[config.mk]
export PLATFORM = sky130hd
export DESIGN_NAME = prbs_check
export DESIGN_NICKNAME = d
export VERILOG_FILES = /design/src/rtl/lfsr_pkg.sv /design/src/rtl/lfsr_next.sv /design/src/rtl/prbs_check.sv
export SDC_FILE = /design/constraint.sdc
export NUM_CORES = 1
export LEC_CHECK = 0
export CAP_MARGIN = 20
export CORE_MARGIN = 5
export CORE_UTILIZATION = 53
export CTS_BUF_LIST = sky130_fd_sc_hd__clkbuf_2 sky130_fd_sc_hd__clkbuf_4 sky130_fd_sc_hd__clkbuf_8
export CTS_CLUSTER_DIAMETER = 150
export DETAILED_ROUTE_END_ITERATION = 8
export GPL_TIMING_DRIVEN = 0
export PLACE_DENSITY = 0.82
export SLEW_MARGIN = 40
export SYNTH_ARGS = -nofsm -noshare
export SYNTH_HDL_FRONTEND = slang
export SYNTH_SLANG_ARGS = --single-unit
[constraint.sdc]
create_clock -name CLK -period 3.2 [get_ports CLK]
set_clock_uncertainty 0.05 [all_clocks]
set_input_delay 0.8 -clock CLK [delete_from_list [all_inputs] [get_ports CLK]]
set_output_delay 0.8 -clock CLK [all_outputs]
set_load 0.01 [all_outputs]
[src/rtl/lfsr_pkg.sv]
// Shared LFSR tap table, XNOR feedback and checker state encodings.
// Reused by both the PRBS generator and the PRBS checker.
package lfsr_pkg;

    typedef enum logic [1:0] {
        ST_IDLE   = 2'd0,
        ST_SYNC   = 2'd1,
        ST_LOCKED = 2'd2
    } state_t;

    function automatic logic [63:0] bm(input int t);
        return (t > 0) ? (64'd1 << (t - 1)) : 64'd0;
    endfunction

    function automatic logic [63:0] taps4(input int a, input int b,
                                          input int c, input int d);
        return bm(a) | bm(b) | bm(c) | bm(d);
    endfunction

    // Tap positions are 1-based (tap 1 = LSB); unsupported widths give 0.
    function automatic logic [63:0] tap_mask(input int n);
        logic [63:0] m;
        case (n)
            3:       m = taps4(3, 2, 0, 0);
            4:       m = taps4(4, 3, 0, 0);
            5:       m = taps4(5, 3, 0, 0);
            6:       m = taps4(6, 5, 0, 0);
            7:       m = taps4(7, 6, 0, 0);
            8:       m = taps4(8, 6, 5, 4);
            9:       m = taps4(9, 5, 0, 0);
            10:      m = taps4(10, 7, 0, 0);
            11:      m = taps4(11, 9, 0, 0);
            12:      m = taps4(12, 6, 4, 1);
            13:      m = taps4(13, 4, 3, 1);
            14:      m = taps4(14, 5, 3, 1);
            15:      m = taps4(15, 14, 0, 0);
            16:      m = taps4(16, 15, 13, 4);
            17:      m = taps4(17, 14, 0, 0);
            18:      m = taps4(18, 11, 0, 0);
            19:      m = taps4(19, 6, 2, 1);
            20:      m = taps4(20, 17, 0, 0);
            21:      m = taps4(21, 19, 0, 0);
            22:      m = taps4(22, 21, 0, 0);
            23:      m = taps4(23, 18, 0, 0);
            24:      m = taps4(24, 23, 22, 17);
            25:      m = taps4(25, 22, 0, 0);
            26:      m = taps4(26, 6, 2, 1);
            27:      m = taps4(27, 5, 2, 1);
            28:      m = taps4(28, 25, 0, 0);
            29:      m = taps4(29, 27, 0, 0);
            30:      m = taps4(30, 6, 4, 1);
            31:      m = taps4(31, 28, 0, 0);
            32:      m = taps4(32, 22, 2, 1);
            64:      m = taps4(64, 63, 61, 60);
            default: m = 64'd0;
        endcase
        return m;
    endfunction

    // Every tap set has an even count, so the XNOR chain is inverted parity.
    function automatic logic lfsr_fb(input logic [63:0] v, input int n);
        return ~^(v & tap_mask(n));
    endfunction

endpackage

[src/rtl/lfsr_next.sv]
// Combinational LFSR step: previous word -> expected next word.
import lfsr_pkg::*;

module lfsr_next #(
    parameter int NUM_BITS = 32
) (
    input  logic [NUM_BITS-1:0] prev,
    output logic [NUM_BITS-1:0] next
);

    assign next = {prev[NUM_BITS-2:0], lfsr_fb(64'(prev), NUM_BITS)};

endmodule

[src/rtl/prbs_check.sv]
// PRBS checker: syncs to an XNOR LFSR stream, then flywheels and
// counts word errors, dropping lock after a run of mismatches.
import lfsr_pkg::*;

module prbs_check #(
    parameter int NUM_BITS = 32,
    parameter int LOCK_CNT = 4,
    parameter int LOSS_CNT = 3,
    parameter int CNT_W    = 16
) (
    input  logic                CLK,
    input  logic                RST,
    input  logic                E,
    input  logic [NUM_BITS-1:0] D,
    input  logic                CLR,
    output logic                LOCKED,
    output logic                ERR,
    output logic [CNT_W-1:0]    ERR_CNT,
    output logic                STUCK,
    output logic [1:0]          STATE
);

    localparam int MW = $clog2(LOCK_CNT + 1);
    localparam int XW = $clog2(LOSS_CNT + 1);

    state_t              state, state_n;
    logic [NUM_BITS-1:0] prev, prev_n, expd;
    logic [MW-1:0]       match, match_n;
    logic [XW-1:0]       miss, miss_n;
    logic                locked_n, err_n, stuck_n;
    logic [CNT_W-1:0]    cnt_n;
    logic                ones, hit;

    lfsr_next #(.NUM_BITS(NUM_BITS)) u_next (
        .prev(prev),
        .next(expd)
    );

    assign ones = &D;
    assign hit  = (D == expd) && !ones;

    always_ff @(posedge CLK) begin
        if (RST) begin
            state   <= ST_IDLE;
            prev    <= '0;
            match   <= '0;
            miss    <= '0;
            LOCKED  <= 1'b0;
            ERR     <= 1'b0;
            STUCK   <= 1'b0;
            ERR_CNT <= '0;
        end else begin
            state   <= state_n;
            prev    <= prev_n;
            match   <= match_n;
            miss    <= miss_n;
            LOCKED  <= locked_n;
            ERR     <= err_n;
            STUCK   <= stuck_n;
            ERR_CNT <= cnt_n;
        end
    end

    always_comb begin
        state_n  = state;
        prev_n   = prev;
        match_n  = match;
        miss_n   = miss;
        locked_n = LOCKED;
        err_n    = 1'b0;
        stuck_n  = E ? ones : STUCK;
        cnt_n    = CLR ? '0 : ERR_CNT;
        if (E) begin
            unique case (state)
                ST_IDLE: begin
                    prev_n  = D;
                    state_n = ST_SYNC;
                end
                ST_SYNC: begin
                    prev_n = D;
                    if (!hit) begin
                        match_n = '0;
                    end else if (match == MW'(LOCK_CNT - 1)) begin
                        match_n  = '0;
                        state_n  = ST_LOCKED;
                        locked_n = 1'b1;
                    end else begin
                        match_n = match + 1'b1;
                    end
                end
                ST_LOCKED: begin
                    prev_n = expd;
                    if (hit) begin
                        miss_n = '0;
                    end else begin
                        err_n = 1'b1;
                        // A coincident clear keeps this error as the first count.
                        if (CLR)
                            cnt_n = CNT_W'(1);
                        else if (!(&ERR_CNT))
                            cnt_n = ERR_CNT + 1'b1;
                        if (miss == XW'(LOSS_CNT - 1)) begin
                            miss_n   = '0;
                            match_n  = '0;
                            prev_n   = D;
                            state_n  = ST_SYNC;
                            locked_n = 1'b0;
                        end else begin
                            miss_n = miss + 1'b1;
                        end
                    end
                end
                default: state_n = ST_IDLE;
            endcase
        end
    end

    assign STATE = state;

endmodule

==> flow_summary.toml, run 1 <==
[yosys]
synth_ff_type = "dfxtp_1"
synth_seq_cells = 58
syn-instance-count = 398
async_flop_share_pct = 0
synth_nets = 436
synth_edf_count = 0
yosysWarnings = 0
syn_avg_cell_area_um2 = 7.77
synth_area_um2 = 3090
ys_seq_area_share_pct = 37.5
synth_cell_types = 41

[timing]
min_period_ps = 3120
slew_viol_final = 0
fmaxAchievable_ghz = 0.320
timing.final.ws_setup_ps = 77.8
tightest_slew_ps = 697
hold_viol = 0
post-route-period-util_pct = 97.6
max_slew_margin_pct = 53.4
setup_viol = 0

[placed_design]
dp_slack_ps = -434
place_congestion = 0.851
post_dp_cell_area_um2 = 3730
io_buffer_count = 55
dp_hpwl_mm = 6.27
placedCellCount = 525

[clock_network]
clock_latency_ps = 350
cts_buffers = 9
cts_tree = "yes"
htreeDepth = 3
postCtsHoldBufs = 0
clk_path_buf_depth = 2
cts.clk_slew.worst_paths_ps = 60
cts_root_buf = "clkbuf_8"
clock_sinks = 58

[floorplan]
ios = 57
rows = 27
fp.dieW_um = 86.4
core-area_um2 = 5570
start_util_pct = 55.5
die-area_um2 = 7460
die_y_um = 86.4

[detailed_routing]
wl_per_cell_um = 15.6
drt_iter0_drc = 240
wirelength_mm = 8.46
ant_nets = 0
vias_per_cell = 5.96
drc = 0
dr_total_vias = 3229
firstDrtPassIters = 5

[global_routing]
overflow = 0
antenna_found_initial = 0
grt_pass1_wl_mm = 14.1
grt_use_total_pct = 23.4
grt_max_degree = 11
grt_pass1_vias = 3083

[power_and_ir_drop]
vdd_drop_max_mv = 0.331
p_per_area_nw_per_um2 = 420
power_leakage_nw = 1.63

[setup_path]
startpoint_type = "input pin"
worstSetupPathType = "in -> reg"
crit_fanout = 10
cp_slowest_stage_delay_ps = 470
path_cells = "clkdlybuf4s50_1 -> xor2_1 -> nor4_1 -> nand4_1 -> o41ai_2 -> and2_1 -> clkbuf_1 -> clkbuf_2 -> nand2_1 -> a31oi_1"
crit_family = "buffers and inverters"
cp_slowest_cell = "clkdlybuf4s50_1"
arrival_ps = 3340
cp_num_buf_inv = 3
crit_required_ps = 3410
worstSetupEndpointType = "register"

[cells_and_area]
ff_latch_area_um2 = 1160
multi_input_area_um2 = 1860
design_area_um2 = 4040
num_antenna_cells = 0
drive_gt1_share_pct = 7.02
fillers = 438
flow.area_growth_from_synthesis_pct = 30.5
final_cells = 542
nets = 504

[flow_run]
drv_cap = 0

[worst_hold_path]
hp-class = "reg -> reg"

[status]
outcome = "finished clean"
[Yosys cell counts, drive strengths merged (2+ instances only)]
cell,instances,area (µm²)
a21oi,12,60.1
dfxtp,58,1160
nand3b,3,22.5
nand3,5,25.0
o21ai,33,165
o41ai,2,17.5
nand2b,2,12.5
o31ai,3,22.5
clkbuf,19,71.3
nor4,20,131
a22o,2,17.5
or4,6,48.8
nor3b,2,15.0
ha,2,25.0
nor2,19,78.8
nand4,15,93.8
a31oi,32,200
inv,4,15.0
or3,5,36.3
buf,2,15.0
nand2,85,319
nor3,8,40.0
xnor2,8,70.1
or2,2,12.5
xor2,32,280
nor2b,4,25.0
mux2i,4,40.0
[sequential cells by signal, indices dropped and copies added, names as in the netlist]
register,count
prev,32
ERR_CNT,16
match,3
STATE,2
miss,2
ERR,1
LOCKED,1
STUCK,1
[layout by cell type, fill, tap and decap left out, drive strengths merged, types with 12 or more instances in the layout]
cell type      instances
clkdlybuf4s50         35
nand4                 15
nor4                  20
dfxtp                 58
xor2                  32
nand2                 85
a31oi                 32
clkbuf                30
a21oi                 12
nor2                  19
o21ai                 33
dlymetal6s2s          19
[timing repair]
item / CTS / global route
gates cloned: 0 / 0
resized for setup: 4 / 32
setup endpoints to repair: 8 / 45
pin swaps: 0 / 2
setup buffers: 0 / 2
[power by group]
group | leakage, nW | switching [mW] | internal, mW
Combinational | 1.04 | 0.120 | 0.0913
Clock | 0.109 | 0.279 | 0.426
Sequential | 0.476 | 0.0277 | 0.751
Total | 1.63 | 0.426 | 1.27
[cell type report]
type,instances,area share [%]
Inverter,4,0.372
Sequential cell,58,28.8
Clock inverter,2,0.868
Timing Repair Buffer,57,15.2
Tap cell,72,2.23
Clock buffer,13,4.28
Multi-Input combinational cell,315,46.0
Buffer,21,2.32
[cells by family (layout without fill, tap and decap cells)]
| logic type | after synthesis | count (layout) | share of synthesized area, % |
|---|---|---|---|
| multiplexers | 4 | 4 | 1.29 |
| buffers and inverters | 25 | 97 | 3.28 |
| XOR/XNOR | 40 | 40 | 11.3 |
| AO/OA/AOI/OAI | 90 | 90 | 17.2 |
| AND/OR/NAND/NOR | 179 | 179 | 28.5 |
| adder cells (fa/ha/maj) | 2 | 2 | 0.809 |
| flip-flops | 58 | 58 | 37.5 |
[worst paths after layout]
path              cells after the start  slack (ps)        from          to
setup / recovery                     10          80       D[28]    prev[21]
hold / removal                        2         400      LOCKED      LOCKED
setup reg to reg                      8         580  ERR_CNT[0]  ERR_CNT[5]
hold reg to reg                       2         400      LOCKED      LOCKED
[metal layers]
| metal | vias to the layer above | GRT usage (%) | routed length, µm |
|---|---|---|---|
| li1 | 1572 | - | - |
| met1 | 1510 | 28.5 | 3460 |
| met2 | 121 | 39.2 | 4180 |
| met5 | - | 0 | 0 |
| met4 | 0 | 7.93 | 207 |
| met3 | 26 | 7.13 | 617 |
[per-stage QoR]
| stage | hold WS, ps | total power, mW | TNS (ps) | utilization [%] |
|---|---|---|---|---|
| 6_report | 404 | 1.69 | 0 | 72.4 |
| 3_5_place_dp | 401 | 1.00 | -14330 | 67.0 |
| 3_3_place_gp | 399 | 0.996 | -11360 | 67.0 |
| 4_1_cts | 411 | 1.70 | -36.3 | 70.8 |
| 5_1_grt | 445 | 1.76 | -1490 | 72.4 |
| 2_1_floorplan | 396 | 0.903 | 0 | - |
[tightest hold or removal path, cell delays in order, from the launching register on]
cell	delay, ps
dfxtp_1	310
nand2_1	50
a21oi_1	50
(Power assumes the default switching activity.)
==> inputs of run 2 (changes only) <==
==> constraint.sdc (replaced) <==
create_clock -name CLK -period 3.8 [get_ports CLK]
set_clock_uncertainty 0.05 [all_clocks]
set_input_delay 0.95 -clock CLK [delete_from_list [all_inputs] [get_ports CLK]]
set_output_delay 0.95 -clock CLK [all_outputs]
set_load 0.01 [all_outputs]
==> run 2 against run 1 <==
  * Power fell by 16%
  * Routed wire length fell by 2.0%
  * Critical path depth fell by 1
  * Sequential power fell by 16%
  * Non-clock buffer count fell by 2
  * Setup slack improved by 270 ps
  * Via count fell by 1.3%
  * Flip-flop and latch count did not move
  * Count of clock-buffer cells in the layout did not move
  * Worst hold slack barely moved
  * Clock power fell by 16%
  * Critical endpoint is now ERR_CNT[11]
  * Highest routed layer unchanged
==> flow_summary.toml, run 2 (synthesized netlist as in run 1, its figures left out) <==
[cells_and_area]
nets = 502
final_cell_mix = "nand2_1 (85), dfxtp_1 (58), clkdlybuf4s50_1 (55)"
fillers = 462
top_register = "prev"
flow.area_growth_from_synthesis_pct = 27.4
design_area_um2 = 3940
reg.largest.list = "prev (32), ERR_CNT (16), match (3)"
final_common_cell = "nand2_1"
largest_reg_flops = 32
num_antenna_cells = 0
fin_util_pct = 70.7
drive_gt1_share_pct = 4.70

[detailed_routing]
wirelength_mm = 8.30
vias_per_cell = 5.90
firstDrtPassIters = 5
dr_total_vias = 3187
drc = 0
drt_iter0_drc = 219
wl_per_cell_um = 15.4
ant_nets = 0

[clock_network]
postCtsHoldBufs = 0
post_cts_resize_count = 0
htreeDepth = 3
cts.clk_slew.worst_paths_ps = 60
post_cts_buffers = 0
cts_buffers = 9
cts_tree = "yes"
clock_latency_ps = 350
cts_root_buf = "clkbuf_8"
clk_path_buf_depth = 2
clock_sinks = 58

[floorplan]
ios = 57
rows = 27
core-area_um2 = 5570
die-area_um2 = 7460
die_y_um = 86.4
start_util_pct = 55.5
fp.dieW_um = 86.4

[setup_path]
worstSetupPathType = "in -> reg"
cp_slowest_cell = "or4_1"
arrival_ps = 3690
cp_slowest_stage_delay_ps = 600
startpoint_type = "input pin"
crit_family = "simple AND/OR/NAND/NOR gates"
crit_required_ps = 4040
worstSetupEndpointType = "register"
crit_fanout = 10
path_cells = "clkdlybuf4s50_1 -> nand4_1 -> or4_1 -> nor2_4 -> nor4_2 -> or3_4 -> buf_6 -> or4_1 -> a21oi_1"
crit_top_cell = "or4_1"
cp_num_buf_inv = 2

[timing]
min_period_ps = 3450
fmaxAchievable_ghz = 0.290
fin_setup_tns_ps = 0
slew_viol_final = 0
hold_viol = 0
rsz0062_at_grt = "false"
max_slew_margin_pct = 53.6
setup_viol = 0
tightest_slew_ps = 695
timing.final.ws_setup_ps = 351
post-route-period-util_pct = 90.8

[placed_design]
post_dp_cell_area_um2 = 3730
place_congestion = 0.851
io_buffer_count = 55
dp_slack_ps = 16.3
dp_hpwl_mm = 6.27

[power_and_ir_drop]
power_leakage_nw = 1.42
vdd_drop_max_mv = 0.277
p_per_area_nw_per_um2 = 363

[worst_hold_path]
hp-class = "reg -> reg"

[global_routing]
overflow = 0
grt_pass1_vias = 3081
antenna_found_initial = 0
grt_pass1_wl_mm = 14.1
grt_max_degree = 11
grt_use_total_pct = 23.4

[status]
outcome = "finished clean"

[flow_run]
drv_cap = 0
## run 2: cell types whose count changed in the layout (fill, tap and decap cells not counted), sizes merged
| cell | previous run | this run |
|---|---|---|
| dlygate4sd2 | 1 | 0 |
| buf | 6 | 2 |
| clkdlybuf4s50 | 35 | 55 |
| dlymetal6s2s | 19 | 0 |
| clkbuf | 30 | 32 |
## run 2: layout make-up
class / count / area, µm² / area share [%]
Buffer: 21 / 86.3 / 2.19
Clock buffer: 13 / 173 / 4.38
Clock inverter: 2 / 35.0 / 0.889
Inverter: 4 / 15.0 / 0.381
Multi-Input combinational cell: 315 / 1830 / 46.4
Sequential cell: 58 / 1160 / 29.5
Tap cell: 72 / 90.1 / 2.29
Timing Repair Buffer: 55 / 551 / 14.0
## run 2: worst reg2reg max path: cells and delay by family (launching register included)
family | cells | cell delay, ps
compound gates | 2 | 620
xor+xnor | 1 | 190
buf+inv | 2 | 650
flops | 1 | 340
simple gates | 4 | 740
## run 2: per-stage QoR
stage	total power, mW	hold slack [ps]	instances
finish	1.43	404	540
global route	1.49	445	540
CTS	1.43	411	540
detailed placement	0.843	401	525
global placement	0.839	399	525
floorplan	0.760	396	398
## run 2: report_power, final
part	leakage (nW)	switching, mW	total [mW]	internal, mW
Combinational	0.835	0.0977	0.178	0.0799
Sequential	0.476	0.0233	0.656	0.633
Clock	0.109	0.237	0.595	0.359
## run 2: path summary, 6_finish.rpt
path             from     endpoint  slack, ps  depth (start not counted)
max              D[0]  ERR_CNT[11]        350                          9
min            LOCKED       LOCKED        400                          2
max reg2reg  prev[30]     prev[26]       1130                          9
min reg2reg    LOCKED       LOCKED        400                          2
## run 2: per-layer routing
metal | up-vias | track usage [%] | wire (µm)
met4 | 0 | 7.93 | 217
met3 | 27 | 7.13 | 612
met1 | 1473 | 28.5 | 3460
met2 | 120 | 39.2 | 4000
li1 | 1567 | - | -
met5 | - | 0 | 0
